[config.mk]
export PLATFORM = sky130hd
export DESIGN_NAME = onewire_slave_responder_flat
export DESIGN_NICKNAME = d
export VERILOG_FILES = /design/src/rtl/onewire_pkg.sv /design/src/rtl/onewire_slave_responder_if.sv /design/src/rtl/onewire_bus_sync.sv /design/src/rtl/onewire_slave_responder.sv /design/src/flat_wrapper.sv
export SDC_FILE = /design/constraint.sdc
export NUM_CORES = 1
export LEC_CHECK = 0
export CAP_MARGIN = 10
export CORE_ASPECT_RATIO = 2
export CORE_UTILIZATION = 58
export DETAILED_ROUTE_END_ITERATION = 10
export MAX_ROUTING_LAYER = met4
export PLACE_DENSITY = 0.87
export SLEW_MARGIN = 40
export SYNTH_ARGS = -nofsm -noshare
export SYNTH_HDL_FRONTEND = slang
export SYNTH_SLANG_ARGS = --single-unit
[constraint.sdc]
create_clock -name clk -period 3.44 [get_ports clk]
set_clock_uncertainty 0.1 [all_clocks]
set_input_delay 0.86 -clock clk [delete_from_list [all_inputs] [get_ports clk]]
set_output_delay 0.86 -clock clk [all_outputs]
set_load 0.01 [all_outputs]
[src/rtl/onewire_pkg.sv]
// onewire_pkg: shared types and default timing for the One Wire slave.
// Timing unit: one clk tick = 1 us, so all constants are in microseconds.
package onewire_pkg;

    localparam int RESET_MIN = 480;
    localparam int PRES_WAIT = 30;
    localparam int PRES_LEN  = 120;
    localparam int SAMPLE_AT = 30;
    localparam int CNT_W     = 10;

    typedef enum logic [2:0] {
        ST_IDLE,
        ST_RST_LOW,
        ST_PRES_WAIT,
        ST_PRES_DRIVE,
        ST_PRES_REL,
        ST_SLOT_IDLE,
        ST_SLOT_SAMPLE,
        ST_SLOT_END
    } ow_state_e;

endpackage

[src/rtl/onewire_slave_responder_if.sv]
// onewire_slave_responder_if: bus sense/drive and status bundle.
// slave: bus, en in; slave_pull_low, reset_seen, presence_sent, cmd_byte, cmd_valid out.
interface onewire_slave_responder_if;

    logic       bus;
    logic       en;
    logic       slave_pull_low;
    logic       reset_seen;
    logic       presence_sent;
    logic [7:0] cmd_byte;
    logic       cmd_valid;

    modport slave (
        input  bus,
        input  en,
        output slave_pull_low,
        output reset_seen,
        output presence_sent,
        output cmd_byte,
        output cmd_valid
    );

    modport master (
        output bus,
        output en,
        input  slave_pull_low,
        input  reset_seen,
        input  presence_sent,
        input  cmd_byte,
        input  cmd_valid
    );

endinterface

[src/rtl/onewire_bus_sync.sv]
// onewire_bus_sync: optional 2-flop bus synchronizer plus previous-sample edge detect.
// Ports: clk, rst_n, bus in; bus_s (sensed level), fall (high->low) out. Macro: ONEWIRE_SLAVE_BUS_SYNC_EN.
module onewire_bus_sync (
    input  logic clk,
    input  logic rst_n,
    input  logic bus,
    output logic bus_s,
    output logic fall
);

`ifdef ONEWIRE_SLAVE_BUS_SYNC_EN
    logic [1:0] sync_q;

    // Resets to the idle (released) bus level.
    always_ff @(posedge clk or negedge rst_n) begin
        if (!rst_n) begin
            sync_q <= 2'b11;
        end else begin
            sync_q <= {sync_q[0], bus};
        end
    end

    assign bus_s = sync_q[1];
`else
    assign bus_s = bus;
`endif

    logic prev_q;

    always_ff @(posedge clk or negedge rst_n) begin
        if (!rst_n) begin
            prev_q <= 1'b1;
        end else begin
            prev_q <= bus_s;
        end
    end

    assign fall = prev_q & ~bus_s;

endmodule

[src/rtl/onewire_slave_responder.sv]
// onewire_slave_responder: detects master reset, sends presence, receives first command byte.
// Ports: clk, rst_n; ow (slave modport: bus, en, slave_pull_low, reset_seen, presence_sent,
// cmd_byte, cmd_valid). Macro ONEWIRE_SLAVE_BUS_SYNC_EN adds a 2-cycle bus synchronizer.
module onewire_slave_responder #(
    parameter int RESET_MIN = onewire_pkg::RESET_MIN,
    parameter int PRES_WAIT = onewire_pkg::PRES_WAIT,
    parameter int PRES_LEN  = onewire_pkg::PRES_LEN,
    parameter int SAMPLE_AT = onewire_pkg::SAMPLE_AT,
    parameter int CNT_W     = onewire_pkg::CNT_W
) (
    input  logic                       clk,
    input  logic                       rst_n,
    onewire_slave_responder_if.slave   ow
);

    import onewire_pkg::*;

    localparam logic [CNT_W-1:0] RMIN = CNT_W'(RESET_MIN);
    localparam logic [CNT_W-1:0] PWT  = CNT_W'(PRES_WAIT);
    localparam logic [CNT_W-1:0] PLN  = CNT_W'(PRES_LEN);
    localparam logic [CNT_W-1:0] SAT  = CNT_W'(SAMPLE_AT);
    localparam logic [CNT_W-1:0] ONE  = CNT_W'(1);

    ow_state_e        state_q, state_d;
    logic [CNT_W-1:0] lcnt_q, lcnt_d;
    logic [CNT_W-1:0] tcnt_q, tcnt_d;
    logic [2:0]       bcnt_q, bcnt_d;
    logic [7:0]       sreg_q, sreg_d;
    logic [7:0]       byte_q, byte_d;
    logic             pull_q, pull_d;
    logic             rs_q, rs_d;
    logic             ps_q, ps_d;
    logic             cv_q, cv_d;

    logic             bus_s;
    logic             fall;
    logic             rst_hit;
    logic [7:0]       shifted;

    onewire_bus_sync u_sync (
        .clk   (clk),
        .rst_n (rst_n),
        .bus   (ow.bus),
        .bus_s (bus_s),
        .fall  (fall)
    );

    // Our own presence drive must never look like a master reset.
    assign rst_hit = (state_q != ST_PRES_DRIVE) && (lcnt_q == RMIN);
    // Wire order is LSB first, so new bits enter at the MSB end.
    assign shifted = {bus_s, sreg_q[7:1]};

    always_ff @(posedge clk or negedge rst_n) begin
        if (!rst_n) begin
            state_q <= ST_IDLE;
            lcnt_q  <= '0;
            tcnt_q  <= '0;
            bcnt_q  <= '0;
            sreg_q  <= '0;
            byte_q  <= '0;
            pull_q  <= 1'b0;
            rs_q    <= 1'b0;
            ps_q    <= 1'b0;
            cv_q    <= 1'b0;
        end else begin
            state_q <= state_d;
            lcnt_q  <= lcnt_d;
            tcnt_q  <= tcnt_d;
            bcnt_q  <= bcnt_d;
            sreg_q  <= sreg_d;
            byte_q  <= byte_d;
            pull_q  <= pull_d;
            rs_q    <= rs_d;
            ps_q    <= ps_d;
            cv_q    <= cv_d;
        end
    end

    always_comb begin
        state_d = state_q;
        lcnt_d  = lcnt_q;
        tcnt_d  = tcnt_q;
        bcnt_d  = bcnt_q;
        sreg_d  = sreg_q;
        byte_d  = byte_q;
        pull_d  = pull_q;
        rs_d    = 1'b0;
        ps_d    = 1'b0;
        cv_d    = 1'b0;

        if (state_q == ST_PRES_DRIVE || bus_s) begin
            lcnt_d = '0;
        end else if (lcnt_q != RMIN) begin
            lcnt_d = lcnt_q + ONE;
        end

        if (!ow.en) begin
            state_d = ST_IDLE;
            lcnt_d  = '0;
            tcnt_d  = '0;
            bcnt_d  = '0;
            sreg_d  = '0;
            pull_d  = 1'b0;
        end else if (rst_hit) begin
            // A qualified reset beats any slot activity this cycle.
            bcnt_d = '0;
            sreg_d = '0;
            tcnt_d = '0;
            pull_d = 1'b0;
            if (bus_s) begin
                rs_d    = 1'b1;
                state_d = ST_PRES_WAIT;
            end else begin
                state_d = ST_RST_LOW;
            end
        end else begin
            unique case (state_q)
                ST_IDLE: begin
                end
                ST_RST_LOW: begin
                    if (bus_s) begin
                        rs_d    = 1'b1;
                        tcnt_d  = '0;
                        state_d = ST_PRES_WAIT;
                    end
                end
                ST_PRES_WAIT: begin
                    if (tcnt_q == PWT) begin
                        pull_d  = 1'b1;
                        tcnt_d  = ONE;
                        state_d = ST_PRES_DRIVE;
                    end else begin
                        tcnt_d = tcnt_q + ONE;
                    end
                end
                ST_PRES_DRIVE: begin
                    if (tcnt_q == PLN) begin
                        pull_d  = 1'b0;
                        ps_d    = 1'b1;
                        tcnt_d  = '0;
                        state_d = ST_PRES_REL;
                    end else begin
                        tcnt_d = tcnt_q + ONE;
                    end
                end
                ST_PRES_REL: begin
                    if (bus_s) begin
                        state_d = ST_SLOT_IDLE;
                    end
                end
                ST_SLOT_IDLE: begin
                    if (fall) begin
                        tcnt_d  = ONE;
                        state_d = ST_SLOT_SAMPLE;
                    end
                end
                ST_SLOT_SAMPLE: begin
                    if (tcnt_q == SAT) begin
                        sreg_d = shifted;
                        bcnt_d = bcnt_q + 3'd1;
                        tcnt_d = '0;
                        if (bcnt_q == 3'd7) begin
                            byte_d  = shifted;
                            cv_d    = 1'b1;
                            state_d = ST_IDLE;
                        end else begin
                            state_d = ST_SLOT_END;
                        end
                    end else begin
                        tcnt_d = tcnt_q + ONE;
                    end
                end
                ST_SLOT_END: begin
                    if (bus_s) begin
                        state_d = ST_SLOT_IDLE;
                    end
                end
                default: begin
                    state_d = ST_IDLE;
                end
            endcase
        end
    end

    assign ow.slave_pull_low = pull_q;
    assign ow.reset_seen     = rs_q;
    assign ow.presence_sent  = ps_q;
    assign ow.cmd_byte       = byte_q;
    assign ow.cmd_valid      = cv_q;

endmodule
[src/flat_wrapper.sv]
// flat-port wrapper written by rule: the top's interface ports become plain ports
module onewire_slave_responder_flat import onewire_pkg::*;
#(
    parameter int RESET_MIN = onewire_pkg::RESET_MIN,
    parameter int PRES_WAIT = onewire_pkg::PRES_WAIT,
    parameter int PRES_LEN  = onewire_pkg::PRES_LEN,
    parameter int SAMPLE_AT = onewire_pkg::SAMPLE_AT,
    parameter int CNT_W     = onewire_pkg::CNT_W
)
  (clk, rst_n, ow_bus, ow_en, ow_slave_pull_low, ow_reset_seen, ow_presence_sent, ow_cmd_byte, ow_cmd_valid);
  onewire_slave_responder_if ow_i ();
  input  logic clk;
  input  logic rst_n;
  input wire logic [$bits(ow_i.bus)-1:0] ow_bus;
  input wire logic [$bits(ow_i.en)-1:0] ow_en;
  output wire logic [$bits(ow_i.slave_pull_low)-1:0] ow_slave_pull_low;
  output wire logic [$bits(ow_i.reset_seen)-1:0] ow_reset_seen;
  output wire logic [$bits(ow_i.presence_sent)-1:0] ow_presence_sent;
  output wire logic [$bits(ow_i.cmd_byte)-1:0] ow_cmd_byte;
  output wire logic [$bits(ow_i.cmd_valid)-1:0] ow_cmd_valid;
  assign ow_i.bus = ow_bus;
  assign ow_i.en = ow_en;
  assign ow_slave_pull_low = ow_i.slave_pull_low;
  assign ow_reset_seen = ow_i.reset_seen;
  assign ow_presence_sent = ow_i.presence_sent;
  assign ow_cmd_byte = ow_i.cmd_byte;
  assign ow_cmd_valid = ow_i.cmd_valid;
  onewire_slave_responder #(.RESET_MIN(RESET_MIN), .PRES_WAIT(PRES_WAIT), .PRES_LEN(PRES_LEN), .SAMPLE_AT(SAMPLE_AT), .CNT_W(CNT_W)) u_core (.clk(clk), .rst_n(rst_n), .ow(ow_i));
endmodule
# == Word-level counts from Yosys, hierarchy flattened ==
# Cells that the tools add are included.
# word_totals
regBits,47
latch_bits,0
ram_bits,0
rom_bits,0
in_bits,4
wordCells,98
n_memories,0
# op_classes
add_sub_neg,3
mul,0
div,0
n_lt_le_gt_ge,0
n_eq_ne,25
shifts,0
muxes,48
bitwise,3
reduce_logical,8
# ops
cell,n
$mux W10,10
$pmux W10 S5,1
$mux W3,13
$mux W8,4
$add A10 B1 Y10 const B,2
$pmux W3 S6,1
$mux W1,17
$eq A3 B3 Y1 const B,5
$ne A4 B2 Y1 const B,3
$ne A4 B3 Y1 const B,3
$eq A10 B5 Y1 const B,1
$eq A10 B7 Y1 const B,1
$eq A10 B9 Y1 const B,1
$ne A10 B9 Y1 const B,1
$ne A3 B1 Y1 const B,3
$ne A8 B2 Y1 const B,1
$ne A7 B1 Y1 const B,1
$reduce_and A7 Y1,1
$eq A3 B2 Y1 const B,2
$reduce_and A3 Y1,2
$reduce_and A5 Y1,1
$ne A4 B1 Y1 const B,1
$add A3 B1 Y3 const B,1
$eq A3 B1 Y1 const B,1
9 further kinds,10

# == Logic depth before layout (Yosys ltp) ==
# Gate-level depths: netlist of run 1.
# logic_depth
ltp_word,6
ltp_mapped,9
mapped_depth_nobuf,7

# == By module ==
# Synthesis of run 1 repeated with hierarchy kept, for this count alone.
# hier_totals
cells_unflattened,243
area_unflattened_um2,2478.6
# modules_own_cells
mod,instances,cells_per_inst,area_each_um2,seq_area_each_um2
onewire_slave_responder,1,240,2431.1,1126.1
onewire_bus_sync,1,3,47.5,26.3

# == Least setup slack after synthesis of run 1 ==
# Ideal clock, no wire load.
# synth_path
path_kind,reg-to-reg
start,register u_core.tcnt_q[7]
end,register u_core.byte_q[0] (netlist: u_core.ow.cmd_byte[0])
setup_ns,0.125
t_arrival_ns,2.288
setup_slack_ns,0.927
stages_incl_launch_ff,8
path_buffers,2
synth_period_minus_slack_ns,2.513
cell_sequence,dfrtp_1 > or3_1 > or3_4 > or2_0 > clkbuf_1 > or3_1 > buf_6 > mux2_4
# synth_between
elab_chain_cells,2
# synth_lines
item,line,text
from (decl),onewire_slave_responder.sv:26,"logic [CNT_W-1:0] tcnt_q, tcnt_d;"
from (signal assigned),onewire_slave_responder.sv:68,tcnt_q <= tcnt_d;
$eq A10 B5 Y1,onewire_slave_responder.sv:158,if (tcnt_q == SAT) begin
$reduce_and A5 Y1 (no line),--,
to (signal assigned),onewire_slave_responder.sv:71,byte_q <= byte_d;
to (decl),onewire_slave_responder.sv:29,"logic [7:0] byte_q, byte_d;"
# Every way passes these cells.
# A chain may end at the register's enable or synchronous reset.

# == Worst setup path in the final report of run 1 ==
# layout_path
start,register u_core.tcnt_q[7]
end,register u_core.byte_q[3] (netlist: u_core.ow.cmd_byte[3])
# The elaborated chain is that of the path after synthesis.

==> results of run 1 <==
## Yosys cell counts, types with 4 or more instances
library cell and instances:
o21ai_0 6, mux2i_1 12, dfrtp_1 45, inv_1 8
nor2_1 24, a21oi_1 8, nand3_1 17, xor2_1 4
a22o_1 4, ha_1 7, mux2_4 8, o311ai_0 4
xnor2_1 4, or3_1 7, clkbuf_1 10, nor3_1 6
nand2_1 21
## cells by family after synthesis
kind of cell / share of synthesized area, %
simple gates: 19.8
flops: 46.9
compound gates: 12.3
mux: 10.7
buf+inv: 3.51
xor+xnor: 2.85
fa+ha+maj: 3.97
## cell usage in the layout, fill, tap and decap left out, types with 7 or more instances in the layout
master	synthesis	final
mux2_4	8	8
nand2_1	21	21
nor2_1	24	24
a21oi_1	8	8
mux2i_1	12	12
dfrtp_1	45	45
clkdlybuf4s50_1	0	14
ha_1	7	7
nand3_1	17	17
or3_1	7	7
inv_1	8	8
## sequential cells by signal, indices dropped and copies added, names as in the netlist
| signal | count |
|---|---|
| u_core.ow.cmd_valid | 1 |
| u_core.ow.cmd_byte | 8 |
| u_core.tcnt_q | 10 |
| u_core.ow.slave_pull_low | 1 |
| u_core.state_q | 3 |
| u_core.ow.presence_sent | 1 |
| u_core.u_sync.prev_q | 1 |
| u_core.sreg_q | 7 |
| u_core.bcnt_q | 3 |
| u_core.ow.reset_seen | 1 |
| u_core.lcnt_q | 10 |
## worst register-to-register path: stages, from the launching register on
cell and delay (ns):
dfrtp_1 0.44, or3_1 0.44, or3_4 0.43, or2_0 0.24, or3_1 0.55, mux2_4 0.38
## worst paths after layout
| path | end | startpoint | depth (start not counted) | slack [ns] |
|---|---|---|---|---|
| min in group asynchronous | u_core.lcnt_q[4] | rst_n | 1 | 0.44 |
| worst max-delay path | u_core.ow.cmd_byte[3] | u_core.tcnt_q[7] | 5 | 0.75 |
| worst min-delay path | u_core.ow.slave_pull_low | u_core.ow.slave_pull_low | 1 | 0.41 |
| worst max register to register | u_core.ow.cmd_byte[3] | u_core.tcnt_q[7] | 5 | 0.75 |
| max in group asynchronous | u_core.tcnt_q[1] | rst_n | 1 | 2.40 |
| worst min register to register | u_core.ow.slave_pull_low | u_core.ow.slave_pull_low | 1 | 0.41 |
## final cells by class
type                    count  area [sq um]
well taps                  52          65.1
inverters                   9          33.8
clock inverters             3          21.3
repair buffers             19           178
clock buffers               5          68.8
flip-flops and latches     46          1150
fillers                   326          1350
multi-input cells         175          1220
## power by group
| part | internal [mW] | switching (mW) | total [mW] |
|---|---|---|---|
| Combinational | 0.156 | 0.181 | 0.337 |
| Clock | 0.143 | 0.185 | 0.328 |
| Sequential | 0.573 | 0.0709 | 0.644 |
| Total | 0.871 | 0.437 | 1.31 |
## routing by layer
layer  share of wire (%)  routed length (microns)  global-route usage, %
met1                  38                     1800                   27.8
met2                  57                     2700                   41.3
met3                 2.3                      107                   4.04
met4                 2.1                       99                   12.7
met5                   0                        0                      -
==> qor.yml, run 1 <==
status:
  outcome: "finished clean"
placement:
  placed_cells: 301
  placed_cell_area_sq_um: 2650
  place.gp.congestion: 0.906
  port_buffers: 15
  dp_hpwl_microns: 3470
  dpl_worst_slack_ns: 0.620
synth:
  synthFlopType: "dfrtp_1"
  synthCells: 242
  synth-seq-cells: 46
  yosysTopAreaCell: "dfrtp_1"
  yosysTopAreaCellShare_pct: 45.8
  syn_nets: 253
  synth_edf_count: 0
  ys_types: 51
  async_flop_share_pct: 100
  syn_area_sq_um: 2460
  synth_area_leaders: "dfrtp_1, mux2i_1, mux2_4, nor2_1, ha_1"
  yosysWarnings: 0
  synth-seq-area-share_pct: 46.9
  synth_area_per_cell_sq_um: 10.2
critical_path:
  crit_required_ns: 3.53
  cp-end-kind: "register"
  crit_chain: "or3_1 > or3_4 > or2_0 > or3_1 > mux2_4"
  crit_slowest_cell: "or3_1"
  crit_buf_inv: 0
  cp_max_fo: 8
  critical_path_class: "reg2reg"
  cpMostUsedCell: "or3_1"
  cp-start-kind: "register"
  slowest_delay_ns: 0.54
  critical_path.top_delay_family: "simple AND/OR/NAND/NOR gates"
  cp.arrival_ns: 2.78
clock_network:
  cts_buffers: 5
  path_clk_slew_ns: 0.09
  post_cts_resized: 0
  cts_root_buf: "clkbuf_8"
  cts.path.max_buffers: 2
  cts_tree: "built"
  clock_latency_ns: 0.30
  postCtsHoldBufs: 0
  cts_setup_buffers: 0
  cts-htree-levels: 2
  clock_sinks: 46
layout:
  fin_nets: 267
  n_antenna_cell: 0
  area_delta_synth_final_pct: 11.4
  fin_cells: 309
  final_layout_size_suffix_gt1_share_pct: 11.7
  fin_util_pct: 67.0
  postLayoutCellArea_sq_um: 2740
grt:
  grt-ovfl-total: 0
  grt_pass1_vias: 1787
  grt_pass1_wl_microns: 7930
  grt_max_degree: 47
  grtUsageTotal_pct: 25.2
  antenna_found_initial: 0
die:
  initial_core_util_pct: 60.1
  core_sq_um: 4090
  die_x_microns: 48.0
  ioPinCount: 16
  die_h_microns: 94.1
  die-area_sq_um: 4520
  row_count: 33
detailed_routing:
  num_vias: 1826
  drc: 0
  first_pass_iters: 4
  drtIter0Drc: 52
  via_per_inst: 5.91
  wire_per_inst_microns: 15.3
  final_antenna_net_count: 0
  drt-total-wl_microns: 4710
timing:
  fin_crit_ns: 2.69
  slew-limit-headroom_pct: 61.6
  period_share_pct: 78.3
  drv_slew: 0
  fin_setup_tns_ns: 0
  fmax_mhz: 371
  setup_ws_ns: 0.745
  worst_pin_slew_ns: 0.576
  setup_viol: 0
  timing.hold.ws_ns: 0.413
  final_hold_viol_count: 0
  rsz0062_at_grt: "false"
power_and_ir_drop:
  power_mw: 1.31
  power.leakage_nw: 1.28
  powerDensity_nw_per_um2: 478
  ir_worst_vdd_mv: 0.459
worst_hold_path:
  hold_path_class: "reg2reg"
job:
  cap_violations: 0
Power figures use the tool's default switching activity.
==> run 2, diff against run 1 <==
--- a/config.mk
+++ b/config.mk
@@ -7,10 +7,10 @@
 export LEC_CHECK = 0
 export CAP_MARGIN = 10
 export CORE_ASPECT_RATIO = 2
-export CORE_UTILIZATION = 58
+export CORE_UTILIZATION = 53
 export DETAILED_ROUTE_END_ITERATION = 10
 export MAX_ROUTING_LAYER = met4
-export PLACE_DENSITY = 0.87
+export PLACE_DENSITY = 0.84
 export SLEW_MARGIN = 40
 export SYNTH_ARGS = -nofsm -noshare
 export SYNTH_HDL_FRONTEND = slang
==> constraint.sdc (replaced) <==
create_clock -name clk -period 2.22 [get_ports clk]
set_clock_uncertainty 0.1 [all_clocks]
set_input_delay 0.555 -clock clk [delete_from_list [all_inputs] [get_ports clk]]
set_output_delay 0.555 -clock clk [all_outputs]
set_load 0.01 [all_outputs]
==> run 2 against run 1 <==
The flow now finishes with violations (negative setup slack). Maximum frequency is 14% higher. Final cell count is 16% higher. First-iteration DRC count is 3.8% lower. Sequential power is 42% higher. Die area is 9.1% higher. Critical path depth is 1 higher. Power is 83% higher. Register-to-register slack worse by 0.90 ns. Clock power is 93% higher. Final area is 18% higher. Sequential cell count stayed put. Critical endpoint unchanged. Largest power group unchanged.
==> qor.yml, run 2 (synthesis gave the netlist of run 1 again) <==
timing:
  slew-limit-headroom_pct: 62.3  # +0.72 points
  worst_pin_slew_ns: 0.565  # -0.0108 ns
  rsz0062_at_grt: "true"
  setup_ws_ns: -0.150  # -0.895 ns
  drv_slew: 0  # unchanged
  fin_crit_ns: 2.37  # -0.325 ns
  fmax_mhz: 422  # +14%
  final_hold_viol_count: 0  # unchanged
  period_share_pct: 107  # +28 points
  setup_viol: 12  # +12
die:
  die_h_microns: 98.3  # +4.5%
  initial_core_util_pct: 56.1  # -4.0 points
  row_count: 34  # +3.0%
  core_sq_um: 4380  # +7.2%
  die_x_microns: 50.2  # +4.4%
  ioPinCount: 16  # unchanged
  die-area_sq_um: 4930  # +9.1%
detailed_routing:
  first_pass_iters: 4  # unchanged
  via_per_inst: 5.81  # -1.7%
  drt-total-wl_microns: 5750  # +22%
  wire_per_inst_microns: 16.1  # +5.5%
  num_vias: 2073  # +14%
  drc: 0  # unchanged
  final_antenna_net_count: 0  # unchanged
  drtIter0Drc: 50  # -3.8%
clock_network:
  cts_root_buf: "clkbuf_8"
  postCtsHoldBufs: 0  # unchanged
  path_clk_slew_ns: 0.09  # about the same
  cts-htree-levels: 2  # unchanged
  clock_latency_ns: 0.30  # about the same
  cts_tree: "built"
  cts_buffers: 5  # unchanged
  clock_sinks: 46  # unchanged
  cts.path.max_buffers: 2  # unchanged
power_and_ir_drop:
  power.leakage_nw: 1.56  # +22%
  powerDensity_nw_per_um2: 740  # +55%
  power_mw: 2.39  # +83%
  ir_worst_vdd_mv: 0.537  # +17%
critical_path:
  crit_path_start: "u_core.tcnt_q[9]"
  cp-end-kind: "register"
  crit_required_ns: 2.31  # -1.22 ns
  cp.arrival_ns: 2.46  # -0.32 ns
  cp-start-kind: "register"
  reg2reg_depth: 6  # +1
  r2r-start: "u_core.tcnt_q[9]"
  cp_max_fo: 8  # unchanged
  critical_path_class: "reg2reg"
status:
  violations: "negative setup slack"
  outcome: "complete, but fails checks"
layout:
  fin_cells: 357  # +16%
  multi_input_area_sq_um: 1340  # +9.6%
  nFillCells: 291  # -11%
  area_delta_synth_final_pct: 31.6
  mostFrequentLayoutCell: "buf_4"
  ff_latch_area_sq_um: 1150  # unchanged
  n_antenna_cell: 0  # unchanged
  final_layout_size_suffix_gt1_share_pct: 32.0  # +20 points
  fin_nets: 313  # +17%
  final_cell_mix: "buf_4, dfrtp_1, nor2_1"
grt:
  grt_pass1_vias: 2067  # +16%
  antenna_found_initial: 0  # unchanged
  grt_pass1_wl_microns: 9100  # +15%
  grt-ovfl-total: 0  # unchanged
  grt_max_degree: 27  # -43%
  grtUsageTotal_pct: 24.9  # -0.28 points
job:
  cap_violations: 0  # unchanged
placement:
  dp_hpwl_microns: 3970  # +14%
  port_buffers: 15  # unchanged
  placed_cells: 343  # +14%
  place.gp.congestion: 0.868  # -4.2%
worst_hold_path:
  hold_path_class: "in2async"
==> run 2: changes by cell type in the layout (fill, tap and decap cells not counted), sizes merged <==
| cell | delta |
|---|---|
| buf | +46 |
| bufinv | +1 |
| clkinv | -1 |
| clkinvlp | -1 |
| inv | +1 |
==> run 2: path summary, 6_finish.rpt <==
check                      slack [ns]                     to
min                              0.14       u_core.lcnt_q[1]
max reg2reg                     -0.15  u_core.ow.cmd_byte[3]
max in group asynchronous        1.31       u_core.tcnt_q[2]
min reg2reg                      0.42  u_core.ow.cmd_byte[0]
max                             -0.15  u_core.ow.cmd_byte[3]
min in group clk                 0.42  u_core.ow.cmd_byte[0]
==> run 2: routing by layer <==
layer / vias to the layer above / part of all wire (%) / GRT usage [%]
met5: - / 0 / -
met4: 0 / 4.2 / 14.1
met3: 23 / 1.6 / 3.43
met2: 42 / 55 / 43.9
met1: 1027 / 39 / 25.2
li1: 981 / - / -
==> run 2: final cells by class <==
class,instances,area share (%)
tap,54,2.09
inverter,9,1.04
sequential,46,35.6
multi-input combinational,175,41.3
clock buffer,5,2.13
timing repair buffer,65,16.4
clock inverter,3,1.35
==> run 2: stage by stage <==
| step | cell area [sq um] | TNS, ns | utilization (%) | setup slack (ns) | hold WS (ns) |
|---|---|---|---|---|---|
| global route | 3240 | -2.42 | 73.8 | -0.209 | 0.181 |
| CTS | 3120 | -1.03 | 71.1 | -0.134 | 0.152 |
| detailed placement | 2960 | -3.13 | 67.6 | -0.179 | 0.405 |
| finish | 3240 | -1.32 | 73.8 | -0.150 | 0.141 |
| floorplan | 2470 | -1.96 | - | -0.245 | 0.159 |
| global placement | 2960 | -1.71 | 67.6 | -0.120 | 0.397 |
==> run 2: critical path, stage by stage (launching register included) <==
cell and delay, ns:
dfrtp_1 0.39, or3_4 0.39, or3_4 0.37, or2_1 0.23
or3_1 0.32, buf_6 0.16, mux2_4 0.30
==> run 2: power breakdown <==
group	switching [mW]	internal, mW
logic	0.449	0.397
registers	0.0264	0.888
clock network	0.295	0.338
total	0.771	1.62
==> run 2: repair_timing <==
item / in CTS / in global routing
cloned: 0 / 0
setup buffers: 2 / 6
gates resized for setup: 7 / 25
endpoints found under the setup margin: 18 / 19
pin swaps: 2 / 3
